<file path="src/rtl/decoder_ctrl_if.sv">
// Handshake and control bundle between the min-sum decoder controller and its datapath/host.
// The master modport is the controller side; the slave modport is the datapath/host side.
interface decoder_ctrl_if #(
  parameter int unsigned ITER_W = 3
) ();
  logic              in_valid;
  logic              in_ready;
  logic              load_en;
  logic              clr_msg;
  logic              layer_start;
  logic              layer_done;
  logic              msg_latch;
  logic              syndrome_ok;
  logic              out_valid;
  logic              out_ready;
  logic [ITER_W-1:0] iter_cnt;
  logic              busy;
  logic              err;

  modport master (
    input  in_valid, layer_done, syndrome_ok, out_ready,
    output in_ready, load_en, clr_msg, layer_start, msg_latch, out_valid, iter_cnt, busy, err
  );

  modport slave (
    output in_valid, layer_done, syndrome_ok, out_ready,
    input  in_ready, load_en, clr_msg, layer_start, msg_latch, out_valid, iter_cnt, busy, err
  );
endinterface

</file>
<file path="src/rtl/decoder_ctrl.sv">
// Iteration controller for a layered min-sum decoder: load, N_ITER layer passes with timeout, output.
// Define DECODER_CTRL_EARLY_TERM_EN to stop as soon as a layer pass reports syndrome_ok.
module decoder_ctrl #(
  parameter int unsigned N_ITER  = 5,
  parameter int unsigned ITER_W  = 3,
  parameter int unsigned TIMEOUT = 64
) (
  input logic           clk,
  input logic           rst,
  decoder_ctrl_if.master bus
);

  localparam int unsigned TmoW = (TIMEOUT > 1) ? $clog2(TIMEOUT) : 1;
  localparam logic [TmoW-1:0]   TmoLast  = TmoW'(TIMEOUT - 1);
  localparam logic [ITER_W-1:0] IterLast = ITER_W'(N_ITER - 1);

  typedef enum logic [2:0] {StIdle, StLoad, StRun, StWait, StOut} state_e;

  state_e            state_q, state_d;
  logic [ITER_W-1:0] iter_q, iter_d;
  logic              err_q, err_d;
  logic [TmoW-1:0]   tmo_q, tmo_d;
  logic              early_term;

`ifdef DECODER_CTRL_EARLY_TERM_EN
  assign early_term = bus.syndrome_ok;
`else
  logic unused_syndrome;
  assign early_term      = 1'b0;
  assign unused_syndrome = bus.syndrome_ok;
`endif

  always_ff @(posedge clk or posedge rst) begin
    if (rst) begin
      state_q <= StIdle;
      iter_q  <= '0;
      err_q   <= 1'b0;
      tmo_q   <= '0;
    end else begin
      state_q <= state_d;
      iter_q  <= iter_d;
      err_q   <= err_d;
      tmo_q   <= tmo_d;
    end
  end

  always_comb begin
    state_d = state_q;
    iter_d  = iter_q;
    err_d   = err_q;
    tmo_d   = tmo_q;
    unique case (state_q)
      StIdle: begin
        if (bus.in_valid) state_d = StLoad;
      end
      StLoad: begin
        iter_d  = '0;
        err_d   = 1'b0;
        state_d = StRun;
      end
      StRun: begin
        tmo_d   = '0;
        state_d = StWait;
      end
      StWait: begin
        // A result arriving on the final timeout cycle still wins over the timeout.
        if (bus.layer_done) begin
          iter_d  = iter_q + ITER_W'(1);
          state_d = ((iter_q == IterLast) || early_term) ? StOut : StRun;
        end else if (tmo_q == TmoLast) begin
          err_d   = 1'b1;
          state_d = StOut;
        end else begin
          tmo_d = tmo_q + TmoW'(1);
        end
      end
      StOut: begin
        if (bus.out_ready) state_d = StIdle;
      end
      default: state_d = StIdle;
    endcase
  end

  logic in_ready, load_en, clr_msg, layer_start, msg_latch, out_valid, busy;

  always_comb begin
    in_ready    = 1'b0;
    load_en     = 1'b0;
    clr_msg     = 1'b0;
    layer_start = 1'b0;
    msg_latch   = 1'b0;
    out_valid   = 1'b0;
    busy        = 1'b1;
    unique case (state_q)
      StIdle: begin
        in_ready = 1'b1;
        busy     = 1'b0;
      end
      StLoad: begin
        load_en = 1'b1;
        clr_msg = 1'b1;
      end
      StRun:   layer_start = 1'b1;
      StWait:  msg_latch   = bus.layer_done;
      StOut:   out_valid   = 1'b1;
      default: busy        = 1'b0;
    endcase
  end

  assign bus.in_ready    = in_ready;
  assign bus.load_en     = load_en;
  assign bus.clr_msg     = clr_msg;
  assign bus.layer_start = layer_start;
  assign bus.msg_latch   = msg_latch;
  assign bus.out_valid   = out_valid;
  assign bus.busy        = busy;
  assign bus.iter_cnt    = iter_q;
  assign bus.err         = err_q;

endmodule
</file>
<file path="src/flat_wrapper.sv">
// flat-port wrapper written by rule: the top's interface ports become plain ports
module decoder_ctrl_flat 
#(
  parameter int unsigned N_ITER  = 5,
  parameter int unsigned ITER_W  = 3,
  parameter int unsigned TIMEOUT = 64
)
  (clk, rst, bus_in_valid, bus_layer_done, bus_syndrome_ok, bus_out_ready, bus_in_ready, bus_load_en, bus_clr_msg, bus_layer_start, bus_msg_latch, bus_out_valid, bus_iter_cnt, bus_busy, bus_err);
  decoder_ctrl_if #(.ITER_W(ITER_W)) bus_i ();
  input logic clk;
  input logic rst;
  input wire logic [$bits(bus_i.in_valid)-1:0] bus_in_valid;
  input wire logic [$bits(bus_i.layer_done)-1:0] bus_layer_done;
  input wire logic [$bits(bus_i.syndrome_ok)-1:0] bus_syndrome_ok;
  input wire logic [$bits(bus_i.out_ready)-1:0] bus_out_ready;
  output wire logic [$bits(bus_i.in_ready)-1:0] bus_in_ready;
  output wire logic [$bits(bus_i.load_en)-1:0] bus_load_en;
  output wire logic [$bits(bus_i.clr_msg)-1:0] bus_clr_msg;
  output wire logic [$bits(bus_i.layer_start)-1:0] bus_layer_start;
  output wire logic [$bits(bus_i.msg_latch)-1:0] bus_msg_latch;
  output wire logic [$bits(bus_i.out_valid)-1:0] bus_out_valid;
  output wire logic [$bits(bus_i.iter_cnt)-1:0] bus_iter_cnt;
  output wire logic [$bits(bus_i.busy)-1:0] bus_busy;
  output wire logic [$bits(bus_i.err)-1:0] bus_err;
  assign bus_i.in_valid = bus_in_valid;
  assign bus_i.layer_done = bus_layer_done;
  assign bus_i.syndrome_ok = bus_syndrome_ok;
  assign bus_i.out_ready = bus_out_ready;
  assign bus_in_ready = bus_i.in_ready;
  assign bus_load_en = bus_i.load_en;
  assign bus_clr_msg = bus_i.clr_msg;
  assign bus_layer_start = bus_i.layer_start;
  assign bus_msg_latch = bus_i.msg_latch;
  assign bus_out_valid = bus_i.out_valid;
  assign bus_iter_cnt = bus_i.iter_cnt;
  assign bus_busy = bus_i.busy;
  assign bus_err = bus_i.err;
  decoder_ctrl #(.N_ITER(N_ITER), .ITER_W(ITER_W), .TIMEOUT(TIMEOUT)) u_core (.clk(clk), .rst(rst), .bus(bus_i));
endmodule
</file>
<file path="config.mk">
export PLATFORM = sky130hd
export DESIGN_NAME = decoder_ctrl_flat
export DESIGN_NICKNAME = d
export VERILOG_FILES = /design/src/rtl/decoder_ctrl_if.sv /design/src/rtl/decoder_ctrl.sv /design/src/flat_wrapper.sv
export SDC_FILE = /design/constraint.sdc
export NUM_CORES = 1
export LEC_CHECK = 0
export ABC_AREA = 1
export CORE_MARGIN = 4
export CORE_UTILIZATION = 35
export DETAILED_ROUTE_END_ITERATION = 10
export GPL_ROUTABILITY_DRIVEN = 0
export SLEW_MARGIN = 25
export SYNTH_ARGS = -nofsm -noshare
export SYNTH_HDL_FRONTEND = slang
export SYNTH_SLANG_ARGS = --single-unit
</file>
<file path="constraint.sdc">
create_clock -name clk -period 2.1 [get_ports clk]
set_input_delay 0.315 -clock clk [delete_from_list [all_inputs] [get_ports clk]]
set_output_delay 0.315 -clock clk [all_outputs]
set_load 0.03 [all_outputs]
</file>
==> reports/results.txt, run 1 <==
The run finished with clean final reports. In this run, CTS created clock tree buffers numbering 3. The first global-routing pass estimated 3.00 mm of wire.

TritonCTS built the clock tree. The tools report the worst path arrival time as 1.66 ns. In this run the standard cell core region covers 2210 um2. Synthesis produced 112 cells. The number of DRC violations after detailed-routing iteration 0 came out at 15. The run gives 141 as the number of nets in the layout. The number of buffers and inverters on the critical path is 2. The run gives 0 as the initial antenna violation count.

The met1 layer wirelength in the final routing was 767 um. Worst hold-check path type: input pin to async pin. For this run, the share of the core covered by cells in the final layout is 46.1%.

Once the clock tree was built, the setup fixing pass inserted 0 buffers. Classification of the worst setup path: register to output pin. The clock passes through at most 2 buffers.

For the number of antenna-violating nets in the routed design, the log shows 0. The total of flip-flops plus latches after synthesis is 13, and the portion of the post-synthesis area used by sequential elements is 40.1%. Traced cell by cell, the critical path runs through inv_1 -> nand2_1 -> nor2_1 -> clkdlybuf4s50_1. The worst setup path is launched from a register.

Leaving out filler cells and counting taps, the final layout contains 159. After global routing the overflow that remains totals 0. The routed design has 1.66 mm of wire. The run gives 680 as the number of global-route vias before repair. The number of max-capacitance violations reported is 0.

The logs give 0 for the number of hold-repair buffers added at the cts stage and 0 ns for the final setup TNS. The period utilization came out at 93.9%. The delay contributed by the slowest stage of the critical path is 0.69 ns, and the area enclosed by the die boundary is 3150 um2. The clock period could shrink to 1.97 ns. For the required time at the worst-slack endpoint, the log shows 1.78 ns.

A synthesized cell averages 7.25 um2. In the final routed layout, each cell accounts on average for 10.4 um. 17 I/O pins were placed.

The worst register-to-register path has a depth of 7. In this run the worst path has a maximum fanout of 4. The vertical extent of the die was 56.2 um; the net count after synthesis was 121. For the total length of routed met2 wires, the log shows 761 um.

The run gives 0 as the final hold violation count. The tree built by TritonCTS fans out to 13 sinks. The port buffer count is 15. Measured against its own limit, the worst slew margin works out to 66.9%. Once placement finished, the instance area stood at 997 um2.

Clock skew on the completed layout was measured at 0.000994 ns. Half-perimeter wire length of the detailed placement result: 1.31 mm. The number of endpoints failing setup at the final stage was 0.

For this design the ratio of total power to cell area is 1370 nW/um2. Timing would allow up to 0.507 GHz. The cell area that synthesis handed to floorplanning was 812 um2. Clock-pin slew was measured on the worst setup and hold paths at 0.08 ns. The tools report the clock root buffer master as clkbuf_4. In this run the static leakage power is 0.566 nW.

Relative to the synthesized area, the layout overhead comes to 25.6%. Clock latency on the worst-skew pair, taken at its later pin, is 0.27 ns. IR analysis of the VDD net gives a maximum drop of 0.749 mV. The floorplan has 17 rows.

For the pin with the worst max-slew slack, the measured transition is 0.496 ns. The run gives 12.0% as the aggregate global-route resource usage. Summing all non-filler instances in the final layout gives an area of 1020 um2. The first detailed-routing pass ran for 4 iterations. For this block, the via count after detailed routing is 745. The logic depth of the worst path, buffers included was 4.

Entering global routing, the biggest net connects 14 pins. For this design, the slowest cell found on the critical path is clkdlybuf4s50_1. Once placement completed, the tool counted placed cells totaling 155. The most used flip-flop cell after synthesis is dfrtp_1. The number of warnings issued by yosys was 0; the filler cell count in the final layout was 230.

The tools report the endpoint type of the worst setup path as an output pin. The synthesized design contains 0 enable-type register cells. The die is 56.2 um wide. Synthesis instantiated 21 different standard cells from the library. 0 antenna diodes ended up in the layout. The number of slew-limit violations in the final report is 0, and the detailed route wirelength on metal3 is 109 um. The async set or reset register ratio after synthesis was 100%. The highest metal layer carrying signal wires in the routed design is met4. In the routed layout, each cell is associated on average with a via count of 4.69. The logs give 36.7% for the effective utilization at floorplan and 0 for the final routed DRC violation total. Grouping stages by cell kind, the critical path spends the most delay in buffers and inverters. The level count of the clock H-tree was 1; the fraction of layout instances using a drive strength above 1 was 9.92%. Setup repair after global routing left no endpoint under its margin.
-- logic make-up after synthesis --
kind of cell / Yosys count / share of synthesized area (%)
and+or+nand+nor: 64 / 36.8
buffers and inverters: 19 / 9.24
DFF: 13 / 40.1
AOI/OAI and AO/OA: 12 / 8.17
adders and majority gates: 3 / 4.62
xor gates and xnor gates: 1 / 1.08
-- metal layers --
| metal | GRT usage [%] | vias to the layer above |
|---|---|---|
| met4 | 6.10 | 0 |
| met5 | 0 | - |
| met1 | 15.2 | 333 |
| met3 | 3.02 | 2 |
| met2 | 18.7 | 23 |
| li1 | - | 387 |
-- path summary, 6_finish.rpt --
check	slack, ns	end	from
max	0.13	bus_in_ready	u_core.state_q[0]
min	0.36	u_core.bus.iter_cnt[1]	rst
max reg2reg	0.70	u_core.tmo_q[1]	u_core.tmo_q[0]
min reg2reg	0.52	u_core.tmo_q[5]	u_core.tmo_q[5]
max in group asynchronous	1.41	u_core.tmo_q[4]	rst
min in group clk	0.52	u_core.tmo_q[5]	u_core.tmo_q[5]
-- state kept, by name, indices dropped and copies added, names as in the netlist --
register	flops
u_core.state_q	3
u_core.tmo_q	6
u_core.bus.err	1
u_core.bus.iter_cnt	3
-- worst reg2reg max path, stage by stage (launching register included) --
cell	delay, ns
dfrtp_1	0.41
ha_1	0.21
nand3_1	0.15
o21ai_2	0.24
nand2_4	0.11
nand2_4	0.10
nand2_1	0.06
nand2_1	0.06
-- placed cells by master (no fill, tap or decap) --
cell type        instances
inv_2                    1
nand2_1                 35
nand2_4                  3
inv_1                   17
a21oi_1                  4
buf_4                    1
clkbuf_1                 1
xnor2_1                  1
o211ai_1                 1
nand3b_1                 2
dfrtp_1                 13
ha_1                     3
dlygate4sd2_1            5
nor2_4                   1
clkdlybuf4s50_1          9
nor2_1                  10
o21ai_2                  1
o21ai_0                  6
nor2_2                   1
nand4_1                  1
dlymetal6s2s_1           1
nand2_2                  1
nand3_1                  7
clkbuf_4                 3
nor3_1                   2
or2_2                    1
-- where the power goes --
part / leakage (nW) / switching [W] / internal, W
registers: 0.169 / 0.0000759 / 0.000323
logic: 0.381 / 0.000553 / 0.000288
clock network: 0.0150 / 0.0000790 / 0.0000736
-- cells in the mapped netlist, types with 2 or more instances --
library cell,count,area share [%]
nor3_1,2,1.2
ha_1,3,4.6
dfrtp_1,13,40
a21oi_1,4,2.5
nor2_1,10,4.6
nand2_4,3,4.2
nand3_1,7,4.3
nand3b_1,2,1.8
o21ai_0,6,3.7
inv_1,17,7.9
nand2_1,35,16
-- cell type report --
class | count | area, um2 | area share [%]
Inverter | 18 | 67.6 | 6.63
Clock buffer | 4 | 26.3 | 2.58
Sequential cell | 13 | 325 | 31.9
Tap cell | 28 | 35.0 | 3.44
Multi-Input combinational cell | 80 | 412 | 40.4
Timing Repair Buffer | 16 | 154 | 15.1
-- through the flow --
step           total power (W)  setup slack [ns]  hold slack (ns)
2_1_floorplan          0.00101             0.489            0.192
3_5_place_dp           0.00129             0.127            0.501
5_1_grt                0.00153            0.0521            0.398
3_3_place_gp           0.00128             0.132            0.501
4_1_cts                0.00141            0.0640            0.374
6_report               0.00139             0.128            0.355
-- timing repair --
action | CTS | global route
setup endpoints to repair | 5 | 1
endpoints found under the hold margin | 0 | 0
resized for setup | 5 | 1
(Power assumes the default switching activity.)
==> run 2: changes to the inputs <==
--- a/config.mk
+++ b/config.mk
@@ -7,9 +7,10 @@
 export LEC_CHECK = 0
 export ABC_AREA = 1
 export CORE_MARGIN = 4
-export CORE_UTILIZATION = 35
+export CORE_UTILIZATION = 52
 export DETAILED_ROUTE_END_ITERATION = 10
 export GPL_ROUTABILITY_DRIVEN = 0
+export PLACE_DENSITY = 0.81
 export SLEW_MARGIN = 25
 export SYNTH_ARGS = -nofsm -noshare
 export SYNTH_HDL_FRONTEND = slang
==> run 2 against run 1 <==
  * Die area fell by 28%
  * Utilization rose by 27 points
  * Global-route usage rose by 7.2 points
  * Combinational power rose by 2.4%
  * Critical path type unchanged
  * Largest cell class unchanged
  * Worst setup slack got worse by 0.036 ns
  * Cell area fell by 0.86%
  * Routed wire length rose by 7.2%
  * First-iteration DRC count rose by 27%
  * Clock power rose by 3%
  * Total power rose by 2.1%
  * Worst hold slack improved by 0.0061 ns
==> reports/results.txt, run 2 (same netlist as run 1, synthesis figures left out) <==
The number of slew-limit violations in the final report was 0 (unchanged). Compared with the post-synthesis result, the final layout area differs by 24.5%. The tools report the total CTS buffers as 3 (unchanged). The wire length per cell was 12.2 um (+17%).

The number of top-level pins is 17 (unchanged). In this design, the largest share of critical-path delay is due to buffers and inverters. The vertical extent of the die was 47.5 um (-15%); the combinational cell fraction of total power was 60.6% (+0.2 points). The endpoint type of the worst setup path is an output pin. Switching power: 0.000725 W (+2.4%). The internal power summed over all cells was 0.000696 W (+1.7%). The logs give 1.78 mm (+7.2%) for the routed wire length and 19 (+4) for the number of DRC violations after detailed-routing iteration 0. Count of instances resized after the clock tree is built: 3 (-2).

The delay contributed by the slowest stage of the critical path works out to 0.70 ns (about the same). The critical path in this run is classified as register to output pin. The number of max-capacitance violations reported was 0 (unchanged); the first-pass GRT wire length was 3.00 mm (unchanged).

For the half-perimeter wire length of the detailed placement result, the log shows 1.35 mm (+3.2%). The buffer count from post-CTS setup fixing was 0 (unchanged); the worst voltage drop across the vdd grid was 0.853 mV (+14%). TritonCTS built the clock tree. The endpoint identified for the worst register-to-register timing path is u_core.tmo_q[1].

The global route total overflow was 0 (unchanged); the clock transition time at the flip-flop clock pins of the worst setup and hold paths was 0.09 ns (about the same). The tree is rooted in a clkbuf_4. The pin count of the biggest net entering global routing came out at 14 (unchanged).

The depth of the most critical reg-to-reg path works out to 7 (unchanged). The library cell used most frequently in the layout, excluding fill and tap cells, is nand2_1. The final routed DRC violation total came out at 0 (unchanged). The worst slew margin relative to its limit is 65.0% (-1.9 points), and the worst path arrival time is 1.69 ns (+0.03 ns). The worst hold-check path type was input pin to async pin. The tools report the required time at the worst-slack endpoint as 1.78 ns (about the same). The fraction of layout instances using a drive strength above 1 came out at 9.92% (unchanged).

The logs give 0 (unchanged) for the initial antenna violation count and 2 (unchanged) for the maximum clock path buffer count. The logs give 11.0% (about the same) for the clock share of power and 676 (-0.59%) for the number of global-route vias before repair. Effective utilization at floorplan: 58.7% (+22 points). Traced cell by cell, the critical path runs through inv_1 -> nand2_1 -> nor2_1 -> clkdlybuf4s50_1.

The logs give 0.588 nW (+4.0%) for the leakage power summed over all cells and 1 (unchanged) for the level count of the clock H-tree. The maximum operating frequency was 0.498 GHz (-1.8%). The worst setup path is launched from a register. More flip-flops sit in one register than any other, and that register is u_core.tmo_q. The library cells used most frequently in the layout, excluding fill and tap cells, are nand2_1 (35), inv_1 (17), dfrtp_1 (13), nor2_1 (10), clkdlybuf4s50_1 (9). The core area came out at 1380 um2 (-37%). The final hold violation count came out at 0 (unchanged).

Setup repair after global routing left no endpoint under its margin. The run finished with clean final reports. Part of the total power dissipated in sequential elements: 28.4% (-0.2 points).

The number of hold-repair buffers added at the cts stage is 0 (unchanged). Via total after detailed routing: 758 (+1.7%). For the worst setup slack before clock tree synthesis, the log shows 0.118 ns (-0.00876 ns). The port buffer count works out to 15 (unchanged). The final worst clock skew was 0.0105 ns (+0.00949 ns); the number of antenna diodes was 0 (unchanged).

The final period demand of the worst path was 2.01 ns (+0.0362 ns); the worst hold margin was 0.361 ns (+0.00612 ns). Total buffers and inverters traversed by the critical path: 2 (unchanged). For the area enclosed by the die boundary, the log shows 2260 um2 (-28%). The proportion of total power due to net switching is 51.0% (+0.16 points). The final setup TNS is 0 ns (unchanged), and the pin slew with the least headroom to its limit is 0.525 ns (+0.0284 ns).

The period utilization was 95.6% (+1.7 points); the highest net fanout along the worst path was 4 (unchanged). Start of the worst register-to-register path: u_core.tmo_q[0]. The clock sink total was 13 (unchanged); the number of endpoints failing setup at the final stage was 0 (unchanged). The overall die width was 47.5 um (-15%). Number of flip-flops under the largest register name: 6 (unchanged). The power density over cell area was 1410 nW/um2 (+2.9%); the number of nets in the layout was 141 (unchanged). For the first-pass detailed-route iteration total, the log shows 4 (unchanged).

The tools report the clock latency on the worst-skew pair as 0.28 ns (about the same). The via density per instance works out to 5.19 (+11%). The aggregate global-route resource usage came out at 19.2% (+7.2 points).

The master of the slowest instance on the critical path was clkdlybuf4s50_1. The post-layout worst setup margin was 0.0916 ns (-0.0362 ns); the worst reg-to-reg setup slack was 0.69 ns (about the same). The number of antenna-violating nets in the routed design was 0 (unchanged); the filler cell count in the final layout was 124 (-46%). The number of placement rows was 13 (-4).
==> run 2: worst max-delay path by stage <==
stage	start	endpoint	slack, ns	cells past startpoint
finish	u_core.state_q[1]	bus_in_ready	0.09	4
global route	u_core.state_q[1]	bus_in_ready	0.02	4
CTS	u_core.state_q[2]	bus_layer_start	0.003	4
detailed placement	bus_layer_done	bus_msg_latch	0.12	4
global placement	bus_layer_done	bus_msg_latch	0.13	4
floorplan	u_core.state_q[0]	bus_busy	0.49	4
==> run 2: power by group through the flow <==
stage / sequential [W] / combinational, W / clock, W
2_1_floorplan: 0.000442 / 0.000566 / 0
3_3_place_gp: 0.000402 / 0.000871 / 0
3_5_place_dp: 0.000410 / 0.000891 / 0
4_1_cts: 0.000405 / 0.000871 / 0.000161
5_1_grt: 0.000414 / 0.000957 / 0.000175
6_report: 0.000403 / 0.000861 / 0.000157
==> run 2: cell type report <==
class,instances,area [um2],area share (%)
well taps,15,18.8,1.86
inverters,18,67.6,6.68
multi-input cells,80,412,40.7
clock buffers,4,26.3,2.60
repair buffers,16,161,16.0
flip-flops and latches,13,325,32.2
==> run 2: layer usage <==
layer	share of wire, %	routed length (um)	global-route usage [%]
met4	0.96	17	4.97
met1	44	780	23.8
met2	50	892	34.0
met3	4.9	88	3.38
met5	0	0	0
==> run 2: worst reg2reg max path, delay by kind of cell, from the launching register on <==
kind / cells / cell delay (ns)
AND/OR/NAND/NOR: 5 / 0.47
flip-flops: 1 / 0.42
AO/OA/AOI/OAI: 1 / 0.23
adder cells (fa/ha/maj): 1 / 0.21
==> run 2: per-stage QoR <==
| stage | power (W) | instances | cell area [um2] | utilization (%) |
|---|---|---|---|---|
| after floorplan | 0.00101 | 112 | 812 | - |
| after global placement | 0.00127 | 142 | 981 | 71.0 |
| after detailed placement | 0.00130 | 142 | 981 | 71.0 |
| after CTS | 0.00144 | 146 | 1000 | 72.6 |
| after global routing | 0.00155 | 146 | 1010 | 73.1 |
| final | 0.00142 | 146 | 1010 | 73.1 |
==> run 3: changes to the inputs <==
==> constraint.sdc (replaced) <==
create_clock -name clk -period 2.1 [get_ports clk]
set_input_delay 0.315 -clock clk [delete_from_list [all_inputs] [get_ports clk]]
set_output_delay 0.315 -clock clk [all_outputs]
set_load 0.01 [all_outputs]
==> run 3 against run 2 <==
  * Via count rose by 0.79%
  * Utilization did not move
  * Sequential cell count did not move
  * Worst hold slack improved by 0.0037 ns
  * Clock power barely moved
  * Combinational power fell by 11%
  * Die area did not move
  * Largest cell class unchanged
==> reports/results.txt, run 3 (same netlist as run 1, synthesis figures left out) <==
The tools report the first-pass GRT wire length as 2.87 mm (-4.4%). The logic depth of the worst path, buffers included is 5 (+1), and the total CTS buffers is 3 (unchanged). The via density per instance came out at 5.23 (+0.79%).

The overall die width was 47.5 um (unchanged). The worst setup path is of the register to output pin kind. The total power consumption of the routed design is 0.00132 W (-7.0%). The number of slew-limit violations in the final report was 0 (unchanged). The tools report the worst setup slack before clock tree synthesis as 0.172 ns (+0.0539 ns). The number of max-capacitance violations reported came out at 0 (unchanged).

The most frequent standard cell in the layout excluding fill and tap cells was nand2_1. The launching element type of the critical path was a register. The logs give 0 (unchanged) for the number of hold-repair buffers added at the cts stage and 65.8% (+0.86 points) for the worst slew margin relative to its limit. The core area was 1380 um2 (unchanged); the pin slew with the least headroom to its limit was 0.512 ns (-0.0129 ns). The effective utilization at floorplan was 58.7% (unchanged); the period utilization was 94.8% (-0.83 points).

The cell type group with the largest total delay on the critical path was buffers and inverters. The tools report the number of nets in the layout as 141 (unchanged). The level count of the clock H-tree is 1 (unchanged).

The first-pass detailed-route iteration total is 4 (unchanged), and the area taken by multi-input logic gates is 412 um2 (unchanged). The cell area after placement is 973 um2 (-0.77%), and the final worst clock skew is 0.00152 ns (-0.00897 ns). The tools report the endpoint type of the worst setup path as an output pin. TritonCTS built the clock tree. Layout overhead on the synthesized area: 24.5% (unchanged). The via total after detailed routing is 764 (+0.79%). The area enclosed by the die boundary is 2260 um2 (unchanged). Final period demand of the worst path: 1.99 ns (-0.0175 ns). The initial antenna violation count was 0 (unchanged); the post-layout worst setup margin was 0.109 ns (+0.0175 ns). The run gives 2 (unchanged) as the maximum clock path buffer count. The half-perimeter wire length of the detailed placement result is 1.30 mm (-3.9%), and the number of top-level pins is 17 (unchanged).

The number of placement rows was 13 (unchanged); the number of antenna-violating nets in the routed design was 0 (unchanged). Fraction of layout instances using a drive strength above 1: 10.7% (+0.76 points). Met2 demand-to-capacity share in global routing: 29.1% (-4.8 points). The worst hold-check path type was input pin to async pin. Leaving out fill and tap cells, the most frequent cells in the layout are nand2_1 (35), inv_1 (17), clkdlybuf4s50_1 (14), dfrtp_1 (12), nor2_1 (10). The logs give 109 (-12%) for the filler cell count in the final layout and 1010 um2 (unchanged) for the final cell area excluding filler cells.

The largest register by flop count is u_core.tmo_q. The critical path goes through inv_1 -> nand2_1 -> nor2_1 -> or2_2 -> clkdlybuf4s50_1. The worst path arrival time is 1.68 ns (about the same), and the required time at the worst-slack endpoint is 1.78 ns (about the same). The clock sink total was 13 (unchanged).

The number of global-route vias before repair is 698 (+3.3%), and the number of antenna diodes is 0 (unchanged). The logs give 1.72 mm (-3.5%) for the routed wire length and 327 um2 (+0.38%) for the flip-flop and latch area. For the global route total overflow, the log shows 0 (unchanged). The run gives 0 (unchanged) as the number of endpoints failing setup at the final stage.

The port buffer count was 15 (unchanged); the leakage power summed over all cells was 0.548 nW (-6.9%). The final hold violation count was 0 (unchanged); the total buffers and inverters traversed by the critical path was 2 (unchanged). The final routed DRC violation total was 0 (unchanged); the clock latency on the worst-skew pair was 0.28 ns (about the same). The highest net fanout along the worst path was 4 (unchanged). The maximum operating frequency is 0.502 GHz (+0.88%). The final standard cell utilization of the core came out at 73.1% (unchanged).

The pin count of the biggest net entering global routing is 14 (unchanged). Number of flip-flops under the largest register name: 6 (unchanged). The final setup TNS came out at 0 ns (unchanged). Highest-utilization routing layer at the global route stage: met2. The delay contributed by the slowest stage of the critical path is 0.52 ns (-0.18 ns), and the met3 usage in global routing is 3.38% (unchanged). The met1 layer usage reported by global route came out at 24.1% (+0.29 points). The slowest stage of the critical path belongs to the cell clkdlybuf4s50_1.

The depth of the most critical reg-to-reg path came out at 7 (unchanged). The power density over cell area came out at 1310 nW/um2 (-7.0%). The run gives 0.812 mV (-4.8%) as the worst voltage drop across the vdd grid. The vertical extent of the die came out at 47.5 um (unchanged). The clock root buffer master is clkbuf_4. Clock transition time at the flip-flop clock pins of the worst setup and hold paths: 0.08 ns (about the same). The run gives 20 (+1) as the number of DRC violations after detailed-routing iteration 0. The wire length per cell is 11.8 um (-3.5%), and the aggregate global-route resource usage is 18.3% (-0.84 points).

The flow ran to the end, and the final reports show no timing, DRC or antenna violations.
run 3: cell count changes in the layout (fill, tap and decap cells not counted), sizes merged:
cell and change:
dlymetal6s2s -2, dlygate4sd2 -3, clkdlybuf4s50 +5
run 3: layout make-up:
cell class	count	area share, %
multi-input combinational	80	40.7
tap	15	1.86
sequential	13	32.3
clock buffer	4	2.60
inverter	18	6.68
timing repair buffer	16	15.8
run 3: worst register-to-register path, cell delays in order (launching register included):
cell and delay, ns:
dfrtp_1 0.42, ha_1 0.22, nand3_1 0.15, o21ai_2 0.23, nand2_4 0.11, nand2_4 0.10
nand2_1 0.05, nand2_1 0.06
run 3: per-layer routing:
metal / wire, um / vias to the layer above
met1: 841 / 354
met4: 27 / 0
met3: 57 / 5
met5: 0 / -
met2: 790 / 14
li1: - / 391
run 3: path summary, 6_finish.rpt:
path / startpoint / to / slack [ns]
worst max-delay path: u_core.state_q[0] / bus_busy / 0.11
worst min-delay path: rst / u_core.bus.iter_cnt[0] / 0.37
worst max register to register: u_core.tmo_q[0] / u_core.tmo_q[5] / 0.71
worst min register to register: u_core.bus.err / u_core.bus.err / 0.53
max in group asynchronous: rst / u_core.state_q[2] / 1.37
min in group clk: u_core.bus.err / u_core.bus.err / 0.53
run 3: what timing repair did:
item / in CTS / in global routing
resized for setup: 0 / 2
setup endpoints to repair: 0 / 2
setup buffers: 0 / 1
run 3: metrics by stage:
stage,hold WS (ns),instances
finish,0.365,146
global placement,0.500,141
floorplan,0.192,112
global route,0.403,146
detailed placement,0.515,141
CTS,0.380,145
run 3: power breakdown:
| group | switching [W] | internal, W |
|---|---|---|
| registers | 0.0000776 | 0.000324 |
| clock network | 0.0000839 | 0.0000737 |
| logic | 0.000431 | 0.000331 |
